$ cat src/rtl/bnn_ctrl_pkg.sv
// Shared types and constants for the BNN host command controller.
// States, status/error codes and default command bytes.
package bnn_ctrl_pkg;

   typedef enum logic [2:0] {
      S_IDLE,
      S_WAIT_IMG,
      S_IMG_RX,
      S_WR_WAIT,
      S_BNN_RUN,
      S_RESULT,
      S_ERROR,
      S_CLEAR
   } state_t;

   localparam logic [3:0] ST_IDLE     = 4'd0;
   localparam logic [3:0] ST_RX_RDY   = 4'd1;
   localparam logic [3:0] ST_RX       = 4'd2;
   localparam logic [3:0] ST_BNN_BUSY = 4'd4;
   localparam logic [3:0] ST_RESULT   = 4'd8;
   localparam logic [3:0] ST_ERROR    = 4'd14;

   localparam logic [1:0] ERR_NONE    = 2'd0;
   localparam logic [1:0] ERR_BAD_CMD = 2'd1;
   localparam logic [1:0] ERR_TIMEOUT = 2'd2;
   localparam logic [1:0] ERR_OVERRUN = 2'd3;

   localparam logic [7:0] CMD_IMG_DEF   = 8'hFE;
   localparam logic [7:0] CMD_CLEAR_DEF = 8'hFD;
   localparam logic [7:0] CMD_READ_DEF  = 8'hFC;

   // CLEAR is transient and reports like IDLE
   function automatic logic [3:0] status_of(state_t s);
      logic [3:0] r;
      r = ST_IDLE;
      unique case (s)
         S_IDLE:     r = ST_IDLE;
         S_WAIT_IMG: r = ST_RX_RDY;
         S_IMG_RX:   r = ST_RX;
         S_WR_WAIT:  r = ST_RX;
         S_BNN_RUN:  r = ST_BNN_BUSY;
         S_RESULT:   r = ST_RESULT;
         S_ERROR:    r = ST_ERROR;
         S_CLEAR:    r = ST_IDLE;
         default:    r = ST_IDLE;
      endcase
      return r;
   endfunction

endpackage

$ cat src/rtl/bnn_host_ctrl_fsm_if.sv
// Signal bundle between the host controller and its peripherals.
// master = controller, slave = receiver/buffer/BNN/transmitter side.
interface bnn_host_ctrl_fsm_if #(
   parameter int DATA_W   = 8,
   parameter int ADDR_W   = 7,
   parameter int RESULT_W = 4
);
   logic [DATA_W-1:0]   rx_data;
   logic                rx_valid;
   logic                rx_taken;
   logic                rx_enable;
   logic                wr_req;
   logic [ADDR_W-1:0]   wr_addr;
   logic [DATA_W-1:0]   wr_data;
   logic                wr_ready;
   logic                wr_ack;
   logic                clear;
   logic                buffer_empty;
   logic                bnn_start;
   logic                bnn_done;
   logic [RESULT_W-1:0] bnn_result;
   logic [DATA_W-1:0]   tx_data;
   logic                tx_load;
   logic [3:0]          status_code;
   logic [1:0]          err_code;

   modport master (
      input  rx_data, rx_valid, wr_ready, wr_ack,
      input  buffer_empty, bnn_done, bnn_result,
      output rx_taken, rx_enable, wr_req, wr_addr,
      output wr_data, clear, bnn_start, tx_data,
      output tx_load, status_code, err_code
   );

   modport slave (
      output rx_data, rx_valid, wr_ready, wr_ack,
      output buffer_empty, bnn_done, bnn_result,
      input  rx_taken, rx_enable, wr_req, wr_addr,
      input  wr_data, clear, bnn_start, tx_data,
      input  tx_load, status_code, err_code
   );
endinterface

$ cat src/rtl/bnn_host_ctrl_fsm_rx_timeout_timer.sv
// Reloadable down-counter flagging an idle gap between image bytes.
// TIMEOUT_CYC = 0 builds no counter and never expires.
module rx_timeout_timer #(
   parameter int TIMEOUT_CYC = 1000000
) (
   input  logic clk,
   input  logic rst_n,
   input  logic reload,
   input  logic enable,
   output logic expired
);
   if (TIMEOUT_CYC == 0) begin : g_off
      assign expired = 1'b0;
   end else begin : g_on
      localparam int W = $clog2(TIMEOUT_CYC + 1);
      localparam logic [W-1:0] LOAD = W'(TIMEOUT_CYC);

      logic [W-1:0] cnt;

      always_ff @(posedge clk or negedge rst_n) begin
         if (!rst_n) begin
            cnt <= '0;
         end else if (reload) begin
            cnt <= LOAD;
         end else if (enable && cnt != '0) begin
            cnt <= cnt - W'(1);
         end
      end

      // a byte arriving in the same cycle rescues the frame
      assign expired = enable & ~reload & (cnt == '0);
   end
endmodule

$ cat src/rtl/bnn_host_ctrl_fsm.sv
// Host command controller: SPI bytes -> image buffer -> BNN -> readback.
// All outputs are registered; status lags the state by one cycle.
module bnn_host_ctrl_fsm
   import bnn_ctrl_pkg::*;
#(
   parameter int DATA_W      = 8,
   parameter int IMG_BYTES   = 113,
   parameter int ADDR_W      = $clog2(IMG_BYTES),
   parameter int RESULT_W    = 4,
   parameter int TIMEOUT_CYC = 1000000,
   parameter logic [DATA_W-1:0] CMD_IMG   = DATA_W'(CMD_IMG_DEF),
   parameter logic [DATA_W-1:0] CMD_CLEAR = DATA_W'(CMD_CLEAR_DEF),
   parameter logic [DATA_W-1:0] CMD_READ  = DATA_W'(CMD_READ_DEF)
) (
   input logic clk,
   input logic rst_n,
   bnn_host_ctrl_fsm_if.master bus
);
   localparam logic [ADDR_W-1:0] LAST = ADDR_W'(IMG_BYTES - 1);

   state_t              state, state_n;
   logic                rx_q, new_byte;
   logic                is_img, is_clr, is_rd;
   logic [ADDR_W-1:0]   count, count_n;
   logic                skid_vld, skid_vld_n;
   logic [DATA_W-1:0]   skid_dat, skid_dat_n;
   logic [RESULT_W-1:0] res_q, res_n;
   logic [1:0]          err_q, err_n;
   logic                issue;
   logic [DATA_W-1:0]   issue_dat;
   logic                taken, load, start, bad;
   logic                tmr_en, expired;

   assign new_byte = bus.rx_valid & ~rx_q;
   assign is_img   = bus.rx_data == CMD_IMG;
   assign is_clr   = bus.rx_data == CMD_CLEAR;
   assign is_rd    = bus.rx_data == CMD_READ;
   assign tmr_en   = state inside {S_WAIT_IMG, S_IMG_RX, S_WR_WAIT};

   rx_timeout_timer #(
      .TIMEOUT_CYC(TIMEOUT_CYC)
   ) u_tmr (
      .clk    (clk),
      .rst_n  (rst_n),
      .reload (new_byte),
      .enable (tmr_en),
      .expired(expired)
   );

   always_comb begin
      state_n    = state;
      count_n    = count;
      skid_vld_n = skid_vld;
      skid_dat_n = skid_dat;
      res_n      = res_q;
      err_n      = err_q;
      issue      = 1'b0;
      issue_dat  = skid_dat;
      taken      = 1'b0;
      load       = 1'b0;
      start      = 1'b0;
      bad        = 1'b0;
      unique case (state)
         S_IDLE: begin
            if (new_byte) begin
               taken = 1'b1;
               unique case (1'b1)
                  is_img: begin
                     state_n    = S_WAIT_IMG;
                     count_n    = '0;
                     skid_vld_n = 1'b0;
                  end
                  is_clr: state_n = S_CLEAR;
                  is_rd:  load = 1'b1;
                  default: begin
                     bad   = 1'b1;
                     err_n = ERR_BAD_CMD;
                  end
               endcase
            end
         end
         S_WAIT_IMG, S_IMG_RX: begin
            if (new_byte && skid_vld) begin
               taken      = 1'b1;
               state_n    = S_ERROR;
               err_n      = ERR_OVERRUN;
               skid_vld_n = 1'b0;
            end else if (expired) begin
               state_n    = S_ERROR;
               err_n      = ERR_TIMEOUT;
               skid_vld_n = 1'b0;
            end else if (skid_vld && bus.wr_ready) begin
               issue      = 1'b1;
               issue_dat  = skid_dat;
               skid_vld_n = 1'b0;
               state_n    = S_WR_WAIT;
            end else if (new_byte && bus.wr_ready) begin
               issue     = 1'b1;
               issue_dat = bus.rx_data;
               state_n   = S_WR_WAIT;
            end else if (new_byte) begin
               skid_vld_n = 1'b1;
               skid_dat_n = bus.rx_data;
            end
         end
         S_WR_WAIT: begin
            if (bus.wr_ack) begin
               taken   = 1'b1;
               count_n = count + ADDR_W'(1);
               if (count == LAST) begin
                  state_n = S_BNN_RUN;
                  start   = 1'b1;
               end else begin
                  state_n = S_IMG_RX;
               end
            end else if (expired) begin
               state_n    = S_ERROR;
               err_n      = ERR_TIMEOUT;
               skid_vld_n = 1'b0;
            end
            // ack is handled first; a byte racing it parks in the skid
            if (new_byte && !(bus.wr_ack && count == LAST)) begin
               if (skid_vld) begin
                  taken      = 1'b1;
                  state_n    = S_ERROR;
                  err_n      = ERR_OVERRUN;
                  skid_vld_n = 1'b0;
               end else begin
                  skid_vld_n = 1'b1;
                  skid_dat_n = bus.rx_data;
               end
            end
         end
         S_BNN_RUN: begin
            if (new_byte) taken = 1'b1;
            if (new_byte && is_clr) begin
               state_n = S_CLEAR;
            end else if (bus.bnn_done) begin
               res_n   = bus.bnn_result;
               state_n = S_RESULT;
            end
         end
         S_RESULT: begin
            if (new_byte) begin
               taken = 1'b1;
               if (is_rd) load = 1'b1;
               else if (is_clr) state_n = S_CLEAR;
            end
         end
         S_ERROR: begin
            if (new_byte) begin
               taken = 1'b1;
               if (is_clr) state_n = S_CLEAR;
            end
         end
         S_CLEAR: begin
            if (new_byte) taken = 1'b1;
            count_n    = '0;
            err_n      = ERR_NONE;
            skid_vld_n = 1'b0;
            if (bus.buffer_empty) state_n = S_IDLE;
         end
         default: state_n = S_IDLE;
      endcase
   end

   always_ff @(posedge clk or negedge rst_n) begin
      if (!rst_n) begin
         state           <= S_IDLE;
         rx_q            <= 1'b0;
         count           <= '0;
         skid_vld        <= 1'b0;
         skid_dat        <= '0;
         res_q           <= '0;
         err_q           <= ERR_NONE;
         bus.rx_taken    <= 1'b0;
         bus.rx_enable   <= 1'b0;
         bus.wr_req      <= 1'b0;
         bus.wr_data     <= '0;
         bus.clear       <= 1'b0;
         bus.bnn_start   <= 1'b0;
         bus.tx_load     <= 1'b0;
         bus.tx_data     <= '0;
         bus.status_code <= ST_IDLE;
      end else begin
         state           <= state_n;
         rx_q            <= bus.rx_valid;
         count           <= count_n;
         skid_vld        <= skid_vld_n;
         skid_dat        <= skid_dat_n;
         res_q           <= res_n;
         err_q           <= err_n;
         bus.rx_taken    <= taken;
         bus.rx_enable   <= state_n != S_CLEAR;
         bus.wr_req      <= issue;
         bus.clear       <= state_n == S_CLEAR;
         bus.bnn_start   <= start;
         bus.tx_load     <= load;
         bus.status_code <= bad ? ST_ERROR : status_of(state);
         if (issue) bus.wr_data <= issue_dat;
         if (load) bus.tx_data <= DATA_W'(res_q);
      end
   end

   assign bus.wr_addr  = count;
   assign bus.err_code = err_q;
endmodule

$ cat src/flat_wrapper.sv
// flat-port wrapper written by rule: the top's interface ports become plain ports
module bnn_host_ctrl_fsm_flat import bnn_ctrl_pkg::*;
#(
   parameter int DATA_W      = 8,
   parameter int IMG_BYTES   = 113,
   parameter int ADDR_W      = $clog2(IMG_BYTES),
   parameter int RESULT_W    = 4,
   parameter int TIMEOUT_CYC = 1000000,
   parameter logic [DATA_W-1:0] CMD_IMG   = DATA_W'(CMD_IMG_DEF),
   parameter logic [DATA_W-1:0] CMD_CLEAR = DATA_W'(CMD_CLEAR_DEF),
   parameter logic [DATA_W-1:0] CMD_READ  = DATA_W'(CMD_READ_DEF)
)
  (clk, rst_n, bus_rx_data, bus_rx_valid, bus_wr_ready, bus_wr_ack, bus_buffer_empty, bus_bnn_done, bus_bnn_result, bus_rx_taken, bus_rx_enable, bus_wr_req, bus_wr_addr, bus_wr_data, bus_clear, bus_bnn_start, bus_tx_data, bus_tx_load, bus_status_code, bus_err_code);
  bnn_host_ctrl_fsm_if #(.DATA_W(DATA_W), .ADDR_W(ADDR_W), .RESULT_W(RESULT_W)) bus_i ();
  input logic clk;
  input logic rst_n;
  input wire logic [$bits(bus_i.rx_data)-1:0] bus_rx_data;
  input wire logic [$bits(bus_i.rx_valid)-1:0] bus_rx_valid;
  input wire logic [$bits(bus_i.wr_ready)-1:0] bus_wr_ready;
  input wire logic [$bits(bus_i.wr_ack)-1:0] bus_wr_ack;
  input wire logic [$bits(bus_i.buffer_empty)-1:0] bus_buffer_empty;
  input wire logic [$bits(bus_i.bnn_done)-1:0] bus_bnn_done;
  input wire logic [$bits(bus_i.bnn_result)-1:0] bus_bnn_result;
  output wire logic [$bits(bus_i.rx_taken)-1:0] bus_rx_taken;
  output wire logic [$bits(bus_i.rx_enable)-1:0] bus_rx_enable;
  output wire logic [$bits(bus_i.wr_req)-1:0] bus_wr_req;
  output wire logic [$bits(bus_i.wr_addr)-1:0] bus_wr_addr;
  output wire logic [$bits(bus_i.wr_data)-1:0] bus_wr_data;
  output wire logic [$bits(bus_i.clear)-1:0] bus_clear;
  output wire logic [$bits(bus_i.bnn_start)-1:0] bus_bnn_start;
  output wire logic [$bits(bus_i.tx_data)-1:0] bus_tx_data;
  output wire logic [$bits(bus_i.tx_load)-1:0] bus_tx_load;
  output wire logic [$bits(bus_i.status_code)-1:0] bus_status_code;
  output wire logic [$bits(bus_i.err_code)-1:0] bus_err_code;
  assign bus_i.rx_data = bus_rx_data;
  assign bus_i.rx_valid = bus_rx_valid;
  assign bus_i.wr_ready = bus_wr_ready;
  assign bus_i.wr_ack = bus_wr_ack;
  assign bus_i.buffer_empty = bus_buffer_empty;
  assign bus_i.bnn_done = bus_bnn_done;
  assign bus_i.bnn_result = bus_bnn_result;
  assign bus_rx_taken = bus_i.rx_taken;
  assign bus_rx_enable = bus_i.rx_enable;
  assign bus_wr_req = bus_i.wr_req;
  assign bus_wr_addr = bus_i.wr_addr;
  assign bus_wr_data = bus_i.wr_data;
  assign bus_clear = bus_i.clear;
  assign bus_bnn_start = bus_i.bnn_start;
  assign bus_tx_data = bus_i.tx_data;
  assign bus_tx_load = bus_i.tx_load;
  assign bus_status_code = bus_i.status_code;
  assign bus_err_code = bus_i.err_code;
  bnn_host_ctrl_fsm #(.DATA_W(DATA_W), .IMG_BYTES(IMG_BYTES), .ADDR_W(ADDR_W), .RESULT_W(RESULT_W), .TIMEOUT_CYC(TIMEOUT_CYC), .CMD_IMG(CMD_IMG), .CMD_CLEAR(CMD_CLEAR), .CMD_READ(CMD_READ)) u_core (.clk(clk), .rst_n(rst_n), .bus(bus_i));
endmodule
$ cat config.mk
export PLATFORM = sky130hd
export DESIGN_NAME = bnn_host_ctrl_fsm_flat
export DESIGN_NICKNAME = d
export VERILOG_FILES = /design/src/rtl/bnn_ctrl_pkg.sv /design/src/rtl/bnn_host_ctrl_fsm_if.sv /design/src/rtl/bnn_host_ctrl_fsm_rx_timeout_timer.sv /design/src/rtl/bnn_host_ctrl_fsm.sv /design/src/flat_wrapper.sv
export SDC_FILE = /design/constraint.sdc
export NUM_CORES = 1
export LEC_CHECK = 0
export CAP_MARGIN = 20
export CORE_MARGIN = 5
export CORE_UTILIZATION = 40
export CTS_CLUSTER_SIZE = 40
export DETAILED_ROUTE_END_ITERATION = 6
export GPL_TIMING_DRIVEN = 1
export PLACE_DENSITY_LB_ADDON = 0.3
export SLEW_MARGIN = 20
export SYNTH_ARGS = -nofsm -noshare
export SYNTH_HDL_FRONTEND = slang
export SYNTH_SLANG_ARGS = --single-unit
export TNS_END_PERCENT = 20
$ cat constraint.sdc
create_clock -name clk -period 2.9 [get_ports clk]
set_input_delay 0.435 -clock clk [delete_from_list [all_inputs] [get_ports clk]]
set_output_delay 0.435 -clock clk [all_outputs]
set_load 0.005 [all_outputs]
==> reports/results.ini <==
[routing]
drc_errors=0
vias=2931
wl_um=8420
post_drt_wl_per_cell_um=15.8
ant_nets=0
drt_iter0_drc=114
vias_per_cell=5.50
drt-pass1-iter-count=4

[final_layout]
antennaDiodeCount=0
multiInputGateArea_um2=1750
instances_no_fill=533
drive_gt1_frac=0.144
fin_util=0.511
num-fill-cells=789
num-nets-final=448
synthToLayoutAreaGrowth_pct=24.5
regArea_um2=1700

[worst_setup_path]
cp-startpoint=u_core.state[1]$_DFF_PN0_
required_ns=3.18
r2r_end=u_core.bus.clear$_DFF_PN0_
path_max_fanout=9
slowest_delay_ns=0.74
path_class=flop to flop
r2r_start=u_core.state[1]$_DFF_PN0_
cp-start-kind=flop
slowest_stage=a2111oi_2
arrival_ns=2.78
cp_top_family=compound AO/OA/AOI/OAI gates
ff2ff_setup_slack_ns=0.40
endpoint_kind=flop
cp_num_buf_inv=1
crit_chain=inv_1, ha_1, a2111oi_2, nand2_1, a21oi_1, a211oi_1, o211ai_1, and3_1
r2r_cells=8

[clock_tree]
cts.hold.buffers_added=0
ctsResizeCount=0
cts.htree.levels=3
cts_sinks=68
clockRootBuffer=clkbuf_8
clock_latency_ns=0.35
cts_buffer_depth=2
cts_setup_buffers=0
tritoncts=built
numCtsBuffers=9
clkTransAtPathRegs_ns=0.08

[pwr]
internal_power_mw=2.44
power_mw=3.93
combPwrFrac=0.407
leakage_nw=1.94
p_sw_frac=0.379
p_sw_mw=1.49
peakVddDrop_mv=0.314
power_density_nw_per_um2=881
p_clk_frac=0.227
seqPwrFrac=0.367

[placed_design]
io_buffers=49
dpl.hpwl_um=6270
place.gp.congestion=0.896
dp.cells=517
pre_cts_slack_ns=0.286

[yosys]
synth.area.top_cells=dfrtp_1 48%, mux2_2 5.0%, nand2_1 4.0%, nor2_1 3.6%, xor2_1 3.2%
synth.avg_cell_area_um2=9.89
yosys.area.top_type=dfrtp_1
syn_area_um2=3580
synth_cell_type_count=56
synth_top_area_frac=0.475
synth_edf_count=0
async_flop_share=1.00
ys_seq_area_frac=0.475
synth-seq-cells=68
synth_common_cells=68 x dfrtp_1, 38 x nand2_1, 34 x nor2_1, 22 x o21ai_0
ys_warn_count=0
post-synth-top-count-cell=dfrtp_1
synthCells=362
synthFlopType=dfrtp_1

[floorplan]
rows=34
boundaryPins=54
die_h_um=105
die_w_um=105
start_util=0.410
die_area_um2=10900
core_area_um2=8720

[sta]
finalSetupViolCount=0
post-route-period-util=0.862
setup_ws_ns=0.400
tns_ns=0
relSlewSlack=0.494
tightest_slew_ns=0.760
min_period_ns=2.50
max_freq_mhz=400
slew_viol_final=0
fin_skew_ns=0.0114
rsz0062_at_grt=no
hold_viol=0

[global_route]
track_usage=0.160
antenna_found_initial=0
grt_pass1_vias=2903
grt_overflow_total=0
grt_first_pass_wirelength_um=14400
grt_start_max_net_pins=36

[outcome]
status=completed

[run]
drv_cap=0

[hold_path]
hold_path_class=input pin to asynchronous set/reset pin

## sequential cells by signal, indices dropped and copies added (netlist names), 2 cells and up
register / flops
u_core.bus.wr_data: 8
u_core.skid_dat: 8
u_core.state: 3
u_core.bus.status_code: 4
u_core.bus.wr_addr: 7
u_core.u_tmr.g_on.cnt: 20
u_core.res_q: 4
u_core.bus.err_code: 2
u_core.bus.tx_data: 4
## worst max-delay path by stage
stage	endpoint	slack, ns	cells past startpoint
finish	u_core.bus.clear$_DFF_PN0_	0.40	8
CTS	u_core.bus.clear$_DFF_PN0_	0.44	8
global placement	u_core.bus.wr_addr[6]$_DFFE_PN0P_	0.35	7
detailed placement	u_core.bus.wr_addr[6]$_DFFE_PN0P_	0.29	7
floorplan	u_core.bus.clear$_DFF_PN0_	0.61	9
global route	u_core.bus.rx_enable$_DFF_PN0_	0.20	9
## cell families after synthesis
group           after synthesis  share of synthesized area
simple gates                138                      0.200
flops                        68                      0.475
other cells                   1                    0.00105
fa+ha+maj                     9                     0.0315
xor+xnor                     20                     0.0489
compound gates               72                      0.133
mux                          24                     0.0727
buf+inv                      30                     0.0381
## stage by stage
| step | hold WS (ns) | cell area (um^2) |
|---|---|---|
| 5_1_grt | 0.210 | 4460 |
| 6_report | 0.144 | 4460 |
| 2_1_floorplan | 0.139 | 3590 |
| 3_5_place_dp | 0.470 | 4230 |
| 4_1_cts | 0.178 | 4460 |
| 3_3_place_gp | 0.461 | 4230 |
## power groups by stage
stage	clock (mW)	combinational (mW)	sequential [mW]
global placement	0	1.57	1.45
finish	0.889	1.60	1.44
CTS	0.909	1.60	1.44
global route	0.946	1.78	1.48
detailed placement	0	1.58	1.46
floorplan	0	1.05	1.38
## layout make-up
class | instances | share of cell area
multi-input combinational | 267 | 0.393
sequential | 68 | 0.382
timing repair buffer | 63 | 0.135
tap | 108 | 0.0303
clock buffer | 9 | 0.0278
clock inverter | 7 | 0.0222
inverter | 11 | 0.00926
## cell usage in the layout, fill, tap and decap left out, types with 6 or more instances in the layout
cell type,count
a211oi_1,7
a21oi_1,16
and3_1,6
buf_4,13
clkbuf_8,9
clkdlybuf4s50_1,48
dfrtp_1,68
ha_1,9
inv_1,11
mux2_2,16
mux2i_1,8
nand2_1,38
nand3_1,11
nand4_1,6
nor2_1,34
nor3_1,9
nor4_1,6
o21ai_0,22
xnor2_1,7
xor2_1,13
## routing by layer
layer | vias to the layer above | share of wire | global-route usage
met5 | - | 0 | 0
met4 | 0 | 0.029 | 0.0813
met3 | 21 | 0.052 | 0.0358
met2 | 90 | 0.47 | 0.248
met1 | 1414 | 0.45 | 0.212
li1 | 1406 | - | -
Power figures use the tool's default switching activity.
